File: src/rtl/cva6_periph_bridge_if.sv
// AXI4 slave port plus register-bus master port of the peripheral bridge.
// "slave" is the bridge's view, "master" is the view of whoever drives it.
interface cva6_periph_bridge_if #(
    parameter int AddrWidth = 64,
    parameter int DataWidth = 64,
    parameter int IdWidth   = 4
);
    localparam int StrbWidth = DataWidth / 8;

    // AW channel
    logic                 awvalid_i;
    logic                 awready_o;
    logic [IdWidth-1:0]   awid_i;
    logic [AddrWidth-1:0] awaddr_i;
    logic [7:0]           awlen_i;
    // W channel
    logic                 wvalid_i;
    logic                 wready_o;
    logic [DataWidth-1:0] wdata_i;
    logic [StrbWidth-1:0] wstrb_i;
    logic                 wlast_i;
    // B channel
    logic                 bvalid_o;
    logic                 bready_i;
    logic [IdWidth-1:0]   bid_o;
    logic [1:0]           bresp_o;
    // AR channel
    logic                 arvalid_i;
    logic                 arready_o;
    logic [IdWidth-1:0]   arid_i;
    logic [AddrWidth-1:0] araddr_i;
    logic [7:0]           arlen_i;
    // R channel
    logic                 rvalid_o;
    logic                 rready_i;
    logic [IdWidth-1:0]   rid_o;
    logic [DataWidth-1:0] rdata_o;
    logic [1:0]           rresp_o;
    logic                 rlast_o;
    // register bus
    logic                 reg_req_o;
    logic                 reg_we_o;
    logic [AddrWidth-1:0] reg_addr_o;
    logic [DataWidth-1:0] reg_wdata_o;
    logic [StrbWidth-1:0] reg_be_o;
    logic                 reg_ready_i;
    logic                 reg_error_i;
    logic [DataWidth-1:0] reg_rdata_i;

    modport slave (
        input  awvalid_i, awid_i, awaddr_i, awlen_i,
        output awready_o,
        input  wvalid_i, wdata_i, wstrb_i, wlast_i,
        output wready_o,
        output bvalid_o, bid_o, bresp_o,
        input  bready_i,
        input  arvalid_i, arid_i, araddr_i, arlen_i,
        output arready_o,
        output rvalid_o, rid_o, rdata_o, rresp_o, rlast_o,
        input  rready_i,
        output reg_req_o, reg_we_o, reg_addr_o, reg_wdata_o, reg_be_o,
        input  reg_ready_i, reg_error_i, reg_rdata_i
    );

    modport master (
        output awvalid_i, awid_i, awaddr_i, awlen_i,
        input  awready_o,
        output wvalid_i, wdata_i, wstrb_i, wlast_i,
        input  wready_o,
        input  bvalid_o, bid_o, bresp_o,
        output bready_i,
        output arvalid_i, arid_i, araddr_i, arlen_i,
        input  arready_o,
        input  rvalid_o, rid_o, rdata_o, rresp_o, rlast_o,
        output rready_i,
        input  reg_req_o, reg_we_o, reg_addr_o, reg_wdata_o, reg_be_o,
        output reg_ready_i, reg_error_i, reg_rdata_i
    );
endinterface

File: src/rtl/cva6_periph_bridge.sv
// Uncached AXI4 -> single register bus bridge for non-idempotent peripherals.
// One transaction in flight; bursts are refused with SLVERR and never touch
// the register bus; stuck register accesses are cut off by a timeout.
module cva6_periph_bridge #(
    parameter int AddrWidth     = 64,
    parameter int DataWidth     = 64,
    parameter int IdWidth       = 4,
    parameter int TimeoutCycles = 1024
) (
    input  logic                 clk_i,
    input  logic                 rst_i,
    cva6_periph_bridge_if.slave  bus
);
    localparam int StrbWidth = DataWidth / 8;
    localparam int CntW      = $clog2(TimeoutCycles) + 1;

    localparam logic [1:0] RESP_OKAY   = 2'b00;
    localparam logic [1:0] RESP_SLVERR = 2'b10;

    localparam logic [2:0] IDLE     = 3'd0;
    localparam logic [2:0] WR_DATA  = 3'd1;
    localparam logic [2:0] WR_REQ   = 3'd2;
    localparam logic [2:0] WR_DRAIN = 3'd3;
    localparam logic [2:0] WR_RESP  = 3'd4;
    localparam logic [2:0] RD_REQ   = 3'd5;
    localparam logic [2:0] RD_RESP  = 3'd6;

    logic [2:0]           state_q, state_d;
    logic                 prio_q, prio_d;     // 0: read wins contention, 1: write wins
    logic [IdWidth-1:0]   id_q, id_d;
    logic [AddrWidth-1:0] addr_q, addr_d;
    logic [7:0]           len_q, len_d;
    logic [DataWidth-1:0] wdata_q, wdata_d;
    logic [StrbWidth-1:0] wstrb_q, wstrb_d;
    logic [7:0]           beat_q, beat_d;
    logic [CntW-1:0]      cnt_q, cnt_d;
    logic [1:0]           resp_q, resp_d;
    logic [DataWidth-1:0] rdata_q, rdata_d;

    logic idle, contended, aw_gnt, ar_gnt, timeout;

    assign idle      = (state_q == IDLE);
    assign contended = bus.awvalid_i && bus.arvalid_i;
    assign aw_gnt    = bus.awvalid_i && (!bus.arvalid_i || prio_q);
    assign ar_gnt    = bus.arvalid_i && (!bus.awvalid_i || !prio_q);
    assign timeout   = (cnt_q == CntW'(TimeoutCycles - 1));

    // Readies drop the losing side of a contended pair so only one address
    // handshake can happen per cycle; reset forces them low immediately.
    assign bus.awready_o = !rst_i && idle && !(bus.arvalid_i && !prio_q);
    assign bus.arready_o = !rst_i && idle && !(bus.awvalid_i && prio_q);
    assign bus.wready_o  = (state_q == WR_DATA) || (state_q == WR_DRAIN);

    assign bus.bvalid_o  = (state_q == WR_RESP);
    assign bus.bid_o     = id_q;
    assign bus.bresp_o   = resp_q;

    assign bus.rvalid_o  = (state_q == RD_RESP);
    assign bus.rid_o     = id_q;
    assign bus.rdata_o   = rdata_q;
    assign bus.rresp_o   = resp_q;
    assign bus.rlast_o   = (state_q == RD_RESP) && (beat_q == len_q);

    assign bus.reg_req_o   = (state_q == WR_REQ) || (state_q == RD_REQ);
    assign bus.reg_we_o    = (state_q == WR_REQ);
    assign bus.reg_addr_o  = addr_q & ~AddrWidth'(StrbWidth - 1);
    assign bus.reg_wdata_o = wdata_q;
    assign bus.reg_be_o    = (state_q == RD_REQ) ? {StrbWidth{1'b1}} : wstrb_q;

    // Next-state and datapath capture for the single in-flight transaction.
    always_comb begin
        state_d = state_q;
        prio_d  = prio_q;
        id_d    = id_q;
        addr_d  = addr_q;
        len_d   = len_q;
        wdata_d = wdata_q;
        wstrb_d = wstrb_q;
        beat_d  = beat_q;
        cnt_d   = '0;
        resp_d  = resp_q;
        rdata_d = rdata_q;
        unique case (state_q)
            IDLE: begin
                beat_d = '0;
                if (ar_gnt) begin
                    id_d   = bus.arid_i;
                    addr_d = bus.araddr_i;
                    len_d  = bus.arlen_i;
                    if (contended) prio_d = 1'b1;
                    if (bus.arlen_i == 8'd0) begin
                        state_d = RD_REQ;
                    end else begin
                        // bursts are not forwarded: answer every beat with an error
                        resp_d  = RESP_SLVERR;
                        rdata_d = '0;
                        state_d = RD_RESP;
                    end
                end else if (aw_gnt) begin
                    id_d    = bus.awid_i;
                    addr_d  = bus.awaddr_i;
                    len_d   = bus.awlen_i;
                    if (contended) prio_d = 1'b0;
                    state_d = WR_DATA;
                end
            end
            WR_DATA: begin
                if (bus.wvalid_i) begin
                    if (len_q == 8'd0) begin
                        wdata_d = bus.wdata_i;
                        wstrb_d = bus.wstrb_i;
                        state_d = WR_REQ;
                    end else if (bus.wlast_i) begin
                        resp_d  = RESP_SLVERR;
                        state_d = WR_RESP;
                    end else begin
                        state_d = WR_DRAIN;
                    end
                end
            end
            WR_DRAIN: begin
                if (bus.wvalid_i && bus.wlast_i) begin
                    resp_d  = RESP_SLVERR;
                    state_d = WR_RESP;
                end
            end
            WR_REQ: begin
                if (bus.reg_ready_i) begin
                    resp_d  = bus.reg_error_i ? RESP_SLVERR : RESP_OKAY;
                    state_d = WR_RESP;
                end else if (timeout) begin
                    resp_d  = RESP_SLVERR;
                    state_d = WR_RESP;
                end else begin
                    cnt_d = cnt_q + 1'b1;
                end
            end
            WR_RESP: begin
                if (bus.bready_i) state_d = IDLE;
            end
            RD_REQ: begin
                if (bus.reg_ready_i) begin
                    rdata_d = bus.reg_rdata_i;
                    resp_d  = bus.reg_error_i ? RESP_SLVERR : RESP_OKAY;
                    state_d = RD_RESP;
                end else if (timeout) begin
                    rdata_d = '0;
                    resp_d  = RESP_SLVERR;
                    state_d = RD_RESP;
                end else begin
                    cnt_d = cnt_q + 1'b1;
                end
            end
            RD_RESP: begin
                if (bus.rready_i) begin
                    if (beat_q == len_q) state_d = IDLE;
                    else                 beat_d  = beat_q + 8'd1;
                end
            end
            default: state_d = IDLE;
        endcase
    end

    // State registers; reset drops any in-flight transaction without a response.
    always_ff @(posedge clk_i or posedge rst_i) begin
        if (rst_i) begin
            state_q <= IDLE;
            prio_q  <= 1'b0;
            id_q    <= '0;
            addr_q  <= '0;
            len_q   <= '0;
            wdata_q <= '0;
            wstrb_q <= '0;
            beat_q  <= '0;
            cnt_q   <= '0;
            resp_q  <= '0;
            rdata_q <= '0;
        end else begin
            state_q <= state_d;
            prio_q  <= prio_d;
            id_q    <= id_d;
            addr_q  <= addr_d;
            len_q   <= len_d;
            wdata_q <= wdata_d;
            wstrb_q <= wstrb_d;
            beat_q  <= beat_d;
            cnt_q   <= cnt_d;
            resp_q  <= resp_d;
            rdata_q <= rdata_d;
        end
    end
endmodule

File: src/flat_wrapper.sv
// flat-port wrapper written by rule: the top's interface ports become plain ports
module cva6_periph_bridge_flat 
#(
    parameter int AddrWidth     = 64,
    parameter int DataWidth     = 64,
    parameter int IdWidth       = 4,
    parameter int TimeoutCycles = 1024
)
  (clk_i, rst_i, bus_awvalid_i, bus_awid_i, bus_awaddr_i, bus_awlen_i, bus_awready_o, bus_wvalid_i, bus_wdata_i, bus_wstrb_i, bus_wlast_i, bus_wready_o, bus_bvalid_o, bus_bid_o, bus_bresp_o, bus_bready_i, bus_arvalid_i, bus_arid_i, bus_araddr_i, bus_arlen_i, bus_arready_o, bus_rvalid_o, bus_rid_o, bus_rdata_o, bus_rresp_o, bus_rlast_o, bus_rready_i, bus_reg_req_o, bus_reg_we_o, bus_reg_addr_o, bus_reg_wdata_o, bus_reg_be_o, bus_reg_ready_i, bus_reg_error_i, bus_reg_rdata_i);
  cva6_periph_bridge_if #(.AddrWidth(AddrWidth), .DataWidth(DataWidth), .IdWidth(IdWidth)) bus_i ();
  input  logic clk_i;
  input  logic rst_i;
  input wire logic [$bits(bus_i.awvalid_i)-1:0] bus_awvalid_i;
  input wire logic [$bits(bus_i.awid_i)-1:0] bus_awid_i;
  input wire logic [$bits(bus_i.awaddr_i)-1:0] bus_awaddr_i;
  input wire logic [$bits(bus_i.awlen_i)-1:0] bus_awlen_i;
  output wire logic [$bits(bus_i.awready_o)-1:0] bus_awready_o;
  input wire logic [$bits(bus_i.wvalid_i)-1:0] bus_wvalid_i;
  input wire logic [$bits(bus_i.wdata_i)-1:0] bus_wdata_i;
  input wire logic [$bits(bus_i.wstrb_i)-1:0] bus_wstrb_i;
  input wire logic [$bits(bus_i.wlast_i)-1:0] bus_wlast_i;
  output wire logic [$bits(bus_i.wready_o)-1:0] bus_wready_o;
  output wire logic [$bits(bus_i.bvalid_o)-1:0] bus_bvalid_o;
  output wire logic [$bits(bus_i.bid_o)-1:0] bus_bid_o;
  output wire logic [$bits(bus_i.bresp_o)-1:0] bus_bresp_o;
  input wire logic [$bits(bus_i.bready_i)-1:0] bus_bready_i;
  input wire logic [$bits(bus_i.arvalid_i)-1:0] bus_arvalid_i;
  input wire logic [$bits(bus_i.arid_i)-1:0] bus_arid_i;
  input wire logic [$bits(bus_i.araddr_i)-1:0] bus_araddr_i;
  input wire logic [$bits(bus_i.arlen_i)-1:0] bus_arlen_i;
  output wire logic [$bits(bus_i.arready_o)-1:0] bus_arready_o;
  output wire logic [$bits(bus_i.rvalid_o)-1:0] bus_rvalid_o;
  output wire logic [$bits(bus_i.rid_o)-1:0] bus_rid_o;
  output wire logic [$bits(bus_i.rdata_o)-1:0] bus_rdata_o;
  output wire logic [$bits(bus_i.rresp_o)-1:0] bus_rresp_o;
  output wire logic [$bits(bus_i.rlast_o)-1:0] bus_rlast_o;
  input wire logic [$bits(bus_i.rready_i)-1:0] bus_rready_i;
  output wire logic [$bits(bus_i.reg_req_o)-1:0] bus_reg_req_o;
  output wire logic [$bits(bus_i.reg_we_o)-1:0] bus_reg_we_o;
  output wire logic [$bits(bus_i.reg_addr_o)-1:0] bus_reg_addr_o;
  output wire logic [$bits(bus_i.reg_wdata_o)-1:0] bus_reg_wdata_o;
  output wire logic [$bits(bus_i.reg_be_o)-1:0] bus_reg_be_o;
  input wire logic [$bits(bus_i.reg_ready_i)-1:0] bus_reg_ready_i;
  input wire logic [$bits(bus_i.reg_error_i)-1:0] bus_reg_error_i;
  input wire logic [$bits(bus_i.reg_rdata_i)-1:0] bus_reg_rdata_i;
  assign bus_i.awvalid_i = bus_awvalid_i;
  assign bus_i.awid_i = bus_awid_i;
  assign bus_i.awaddr_i = bus_awaddr_i;
  assign bus_i.awlen_i = bus_awlen_i;
  assign bus_awready_o = bus_i.awready_o;
  assign bus_i.wvalid_i = bus_wvalid_i;
  assign bus_i.wdata_i = bus_wdata_i;
  assign bus_i.wstrb_i = bus_wstrb_i;
  assign bus_i.wlast_i = bus_wlast_i;
  assign bus_wready_o = bus_i.wready_o;
  assign bus_bvalid_o = bus_i.bvalid_o;
  assign bus_bid_o = bus_i.bid_o;
  assign bus_bresp_o = bus_i.bresp_o;
  assign bus_i.bready_i = bus_bready_i;
  assign bus_i.arvalid_i = bus_arvalid_i;
  assign bus_i.arid_i = bus_arid_i;
  assign bus_i.araddr_i = bus_araddr_i;
  assign bus_i.arlen_i = bus_arlen_i;
  assign bus_arready_o = bus_i.arready_o;
  assign bus_rvalid_o = bus_i.rvalid_o;
  assign bus_rid_o = bus_i.rid_o;
  assign bus_rdata_o = bus_i.rdata_o;
  assign bus_rresp_o = bus_i.rresp_o;
  assign bus_rlast_o = bus_i.rlast_o;
  assign bus_i.rready_i = bus_rready_i;
  assign bus_reg_req_o = bus_i.reg_req_o;
  assign bus_reg_we_o = bus_i.reg_we_o;
  assign bus_reg_addr_o = bus_i.reg_addr_o;
  assign bus_reg_wdata_o = bus_i.reg_wdata_o;
  assign bus_reg_be_o = bus_i.reg_be_o;
  assign bus_i.reg_ready_i = bus_reg_ready_i;
  assign bus_i.reg_error_i = bus_reg_error_i;
  assign bus_i.reg_rdata_i = bus_reg_rdata_i;
  cva6_periph_bridge #(.AddrWidth(AddrWidth), .DataWidth(DataWidth), .IdWidth(IdWidth), .TimeoutCycles(TimeoutCycles)) u_core (.clk_i(clk_i), .rst_i(rst_i), .bus(bus_i));
endmodule
File: config.mk
export PLATFORM = sky130hd
export DESIGN_NAME = cva6_periph_bridge_flat
export DESIGN_NICKNAME = d
export VERILOG_FILES = /design/src/rtl/cva6_periph_bridge_if.sv /design/src/rtl/cva6_periph_bridge.sv /design/src/flat_wrapper.sv
export SDC_FILE = /design/constraint.sdc
export NUM_CORES = 1
export LEC_CHECK = 0
export BUFFER_PORTS_ARGS = -buffer_cell sky130_fd_sc_hd__buf_2
export CAP_MARGIN = 25
export CORE_AREA = 2 2 203 205
export CTS_CLUSTER_DIAMETER = 40
export DETAILED_ROUTE_END_ITERATION = 8
export DIE_AREA = 0 0 205 207
export PLACE_DENSITY = 0.46
export SLEW_MARGIN = 25
export SYNTH_ARGS = -nofsm -noshare
export SYNTH_HDL_FRONTEND = slang
export SYNTH_SLANG_ARGS = --single-unit
File: constraint.sdc
create_clock -name clk_i -period 9.88 [get_ports clk_i]
set_input_delay 0.988 -clock clk_i [delete_from_list [all_inputs] [get_ports clk_i]]
set_output_delay 0.988 -clock clk_i [all_outputs]
set_load 0.02 [all_outputs]
# Word level (Yosys, flattened, before mapping)
# Cells that the tools add are included.
totals:
  register_bits: 237
  latch_bits: 0
  ramBits: 0
  rom_bits: 0
  in_bits: 298
  elab_cells: 117
  n_memories: 0
classes:
  addsub: 2
  multipliers: 0
  n_div: 0
  magnitude_cmp: 0
  n_eq_ne: 22
  n_shift: 0
  muxes: 47
  bitwise: 0
  n_reduce_logical: 35
ops:
  columns: ["op", "count"]
  rows:
  - ["two-way mux 64 bit", 6]
  - ["case mux 64 bit (2 select lines)", 1]
  - ["two-way mux 8 bit", 5]
  - ["two-way mux 3 bit", 13]
  - ["two-way mux 11 bit", 3]
  - ["case mux 3 bit (7 select lines)", 1]
  - ["two-way mux 2 bit", 10]
  - ["zero test 8 bit", 2]
  - ["case mux 8 bit (2 select lines)", 1]
  - ["AND reduction 8 bit", 2]
  - ["inequality test 2 bit (second input constant)", 7]
  - ["adder 11 x 1 -> 11 bit (second input constant)", 1]
  - ["equality test 11 x 10 -> 1 bit (second input constant)", 1]
  - ["logical AND 1 bit", 10]
  - ["equality test 3 bit (second input constant)", 3]
  - ["AND reduction 3 bit", 3]
  - ["adder 8 x 1 -> 8 bit (second input constant)", 1]
  - ["equality test 8 bit", 1]
  - ["two-way mux 4 bit", 2]
  - ["case mux 2 bit (4 select lines)", 1]
  - ["equality test 3 x 2 -> 1 bit (second input constant)", 2]
  - ["zero test 1 bit", 6]
  - ["inequality test 2 x 1 -> 1 bit (second input constant)", 3]
  - ["inequality test 3 x 1 -> 1 bit (second input constant)", 2]
  - ["other kinds (11)", 19]

# Depth between registers and ports, before layout
depth:
  ltp_word: 6
  mapped_depth: 7

# Worst setup path after synthesis
# OpenSTA, ideal clock, no wires.
synth_timing:
  kind: "input port to output port"
  startpoint: "in bus_awvalid_i"
  endpoint: "out bus_arready_o"
  arrival_ps: 1558
  required_ps: 8892
  slack_ps: 7334
  stages: 1
  cell_sequence: "a211oi_1"
synth_via:
  elab_chain_cells: 3
synth_lines:
  columns: ["element", "line", "rtl"]
  rows:
  - ["start, declared", "flat_wrapper.sv:13", "input wire logic [$bits(bus_i.awvalid_i)-1:0] bus_awvalid_i;"]
  - ["logical AND 1 bit", "cva6_periph_bridge.sv:51", "assign bus.arready_o = !rst_i && idle && !(bus.awvalid_i && prio_q);"]
  - ["zero test 1 bit", "cva6_periph_bridge.sv:51", null]
  - ["logical AND 1 bit", "cva6_periph_bridge.sv:51", null]
  - ["end, declared", "flat_wrapper.sv:31", "output wire logic [$bits(bus_i.arready_o)-1:0] bus_arready_o;"]
# No other way between the ends.

# Final worst setup path
layout_timing:
  startpoint: "reg u_core.state_q[2]"
  endpoint: "out bus_reg_req_o"
layout_via:
  elab_chain_cells: 2
layout_lines:
  columns: ["element", "line", "rtl"]
  rows:
  - ["start, declared", "cva6_periph_bridge.sv:28", "logic [2:0] state_q, state_d;"]
  - ["start signal, assigned", "cva6_periph_bridge.sv:179", "state_q <= state_d;"]
  - ["equality test 3 x 2 -> 1 bit / equality test 3 bit (equally long branches)", "cva6_periph_bridge.sv:64", "assign bus.reg_req_o = (state_q == WR_REQ) || (state_q == RD_REQ);"]
  - ["logical OR 1 bit *", "cva6_periph_bridge.sv:64", null]
  - ["end, declared", "flat_wrapper.sv:38", "output wire logic [$bits(bus_i.reg_req_o)-1:0] bus_reg_req_o;"]
# Mark *: on every way between the ends. The rest lies on a longest branch, timed or not.

==> results_dict.tcl <==
set metrics [dict create \
    h-tree-depth 2 \
    die_h_um 207 \
    coreArea_um2 40400 \
    max-slew-margin-rel 0.320 \
    antenna_found_initial 10 \
    drt_first_pass_iters 6 \
    start_util 0.244 \
    synth_common_cells "dfrtp_1 (233), nor2_1 (90), a21oi_1 (83)" \
    netSwitchingFraction 0.378 \
    tritoncts "yes" \
    clockBufferDepth 3 \
    yosysSeqAreaShare 0.591 \
    dieWidth_um 205 \
    vias 8135 \
    ys_ff_latch 233 \
    worst_pin_slew_ns 1.02 \
    maxCapViolCount 0 \
    avgSynthCellArea_um2 12.3 \
    ant_nets 0 \
    io_pins 518 \
    fp-row-count 74 \
    routed_wl_mm 32.8 \
    ys_warn_count 0 \
    r2r-start "u_core.state_q[2]" \
    maxSlewViolCount 0 \
    dieArea_um2 42400 \
    dpl.hpwl_mm 24.5 \
    fin_setup_tns_ns 0 \
    worst_setup_path_start_kind "register" \
    reg2reg_depth 6 \
    nNetsFinal 1609 \
    vias_per_cell 4.34 \
    setup_viol 0 \
    total_power_mw 4.36 \
    final.setup_skew_ns 0.0200 \
    async_flop_share 1.00 \
    clkPwrFrac 0.334 \
    cp_data_required_time_ns 8.89 \
    cp-endpoint "bus_reg_req_o" \
    synth_area_leaders "dfrtp_1 (59%), mux2_1 (8.2%), mux2i_1 (7.7%)" \
    drt-initial-drc-count 312 \
    cts.sinks 233 \
    grt_pass1_vias 8246 \
    fmax_mhz 310 \
    rsz0062_at_grt "false" \
    fin_crit_sh 0.327 \
    rr_endpoint "u_core.addr_q[10]" \
    crit_start "u_core.state_q[2]" \
    drc 0 \
    io_buffers 506 \
    power.internal_mw 2.72 \
    critPathKind "reg -> out" \
    combPwrFrac 0.338 \
    powerDensity_nw_per_um2 304 \
    grt_pass1_wl_mm 49.0 \
    grt_start_max_net_pins 108 \
    drive_gt1_frac 0.452 \
    gp_congestion 0.777 \
    area_growth_pct 45.7 \
    hold_viol 0 \
    synth_ff_type "dfrtp_1" \
    cts_hold_buf 0 \
    crit_fanout 15 \
    min_path_type "reg -> reg" \
    status "finished clean" \
    critical_path_arrival_ns 2.24 \
    cts_made_buffers 44 \
    ir_drop_mv 0.147 \
    grt.overflow.total 0 \
    path_clk_slew_ns 0.05 \
    switchingPower_mw 1.65 \
    synth_cells 805 \
    yosysTopAreaCellShare 0.591 \
    r2r_setup_slack_ns 6.98 \
    grt_usage 0.151 \
    yosysMostFrequentCell "dfrtp_1" \
    clock_latency_ns 0.54 \
    synth_area_um2 9870 \
    cts-root-buf "clkbuf_16" \
    synth.distinct_cells 54 \
    cp-end-kind "output pin" \
    netlist.top_cell.by_area "dfrtp_1" \
    wire_per_inst_um 17.5 \
    cts-resized-gates 0 \
    cts_setup_buffers 0 \
    synth-edff-count 0 \
    p_leak_nw 7.69 \
    fin_crit_ns 3.23 \
    pwr-share-seq 0.327 \
]
[per-layer routing]
layer | up-vias | global-route usage | routed length (um)
met3 | 60 | 0.0584 | 3310
met2 | 386 | 0.255 | 15600
met1 | 3800 | 0.175 | 13100
met5 | - | 0 | 31
li1 | 3885 | - | -
met4 | 4 | 0.0481 | 775
[power by group through the flow]
stage                     clock network (mW)  logic, mW  registers (mW)
final                                   1.46       1.48            1.43
after global routing                    1.55       1.61            1.47
after CTS                               1.50       1.49            1.43
after detailed placement                   0       1.49            1.44
after global placement                     0       1.49            1.44
after floorplan                            0      0.649            1.73
[how the worst min path moves through the flow]
stage	endpoint	cells after the start	slack, ns	startpoint
3_3_place_gp	u_core.wstrb_q[0]	1	0.47	u_core.wstrb_q[0]
2_1_floorplan	u_core.cnt_q[0]	1	0.45	u_core.cnt_q[0]
6_report	u_core.wstrb_q[5]	1	0.48	u_core.wstrb_q[5]
3_5_place_dp	u_core.wstrb_q[1]	1	0.47	u_core.wstrb_q[1]
5_1_grt	u_core.bus.reg_wdata_o[36]	1	0.50	u_core.bus.reg_wdata_o[36]
4_1_cts	u_core.wstrb_q[5]	1	0.48	u_core.wstrb_q[5]
[critical path: stages (launching register included)]
cell and delay [ns]:
dfrtp_1 0.56, nand3b_1 0.64, nand2_1 0.27, buf_2 0.22
[state kept, by name (all words and copies together), names as in the netlist]
| name | count |
|---|---|
| u_core.wstrb_q | 8 |
| u_core.addr_q | 61 |
| u_core.prio_q | 1 |
| u_core.bus.rdata_o | 64 |
| u_core.bus.bid_o | 4 |
| u_core.bus.bresp_o | 1 |
| u_core.len_q | 8 |
| u_core.beat_q | 8 |
| u_core.cnt_q | 11 |
| u_core.bus.reg_wdata_o | 64 |
| u_core.state_q | 3 |
[layout by cell type (no fill, tap or decap), drive strengths merged, types with 3 or more instances in the layout]
cell	netlist	routed
a21oi	84	84
xor2	13	13
buf	43	514
nor4	5	5
mux2	74	74
and2	4	4
a22o	64	64
clkinv	0	9
conb	1	5
and3	6	6
a31oi	7	7
clkbuf	17	52
xnor2	3	3
nor2b	4	4
inv	9	19
clkinvlp	0	4
dfrtp	233	233
nand2	17	17
nor2	90	90
mux2i	76	76
nand2b	10	10
nor3	3	3
o21ai	8	8
nand3	7	7
[layout make-up]
| cell class | instances | area (um2) |
|---|---|---|
| Clock buffer | 52 | 1210 |
| Tap cell | 532 | 666 |
| Timing Repair Buffer | 514 | 2620 |
| Fill cell | 4103 | 26000 |
| Sequential cell | 233 | 5830 |
| Clock inverter | 25 | 240 |
| Antenna cell | 2 | 5.00 |
| Inverter | 9 | 41.3 |
| Multi-Input combinational cell | 507 | 3760 |
[cells by family after synthesis]
group / count (synthesis) / share of synthesized area
buf+inv: 69 / 0.0342
simple gates: 158 / 0.0752
flops: 233 / 0.591
other cells: 1 / 0.000380
fa+ha+maj: 2 / 0.00254
xor+xnor: 16 / 0.0142
mux: 150 / 0.162
compound gates: 176 / 0.120
[metrics by stage]
stage                     utilization  setup slack [ns]  cells  hold slack (ns)  area [um2]
after floorplan                     -              2.50    809            0.452        9880
after global placement          0.319              6.56   1794            0.467       12900
after detailed placement        0.319              6.54   1794            0.472       12900
after CTS                       0.355              6.62   1871            0.483       14300
after global routing            0.356              6.46   1874            0.495       14400
final                           0.356              6.65   1874            0.479       14400
No activity file was read; power rests on OpenSTA's default activity.
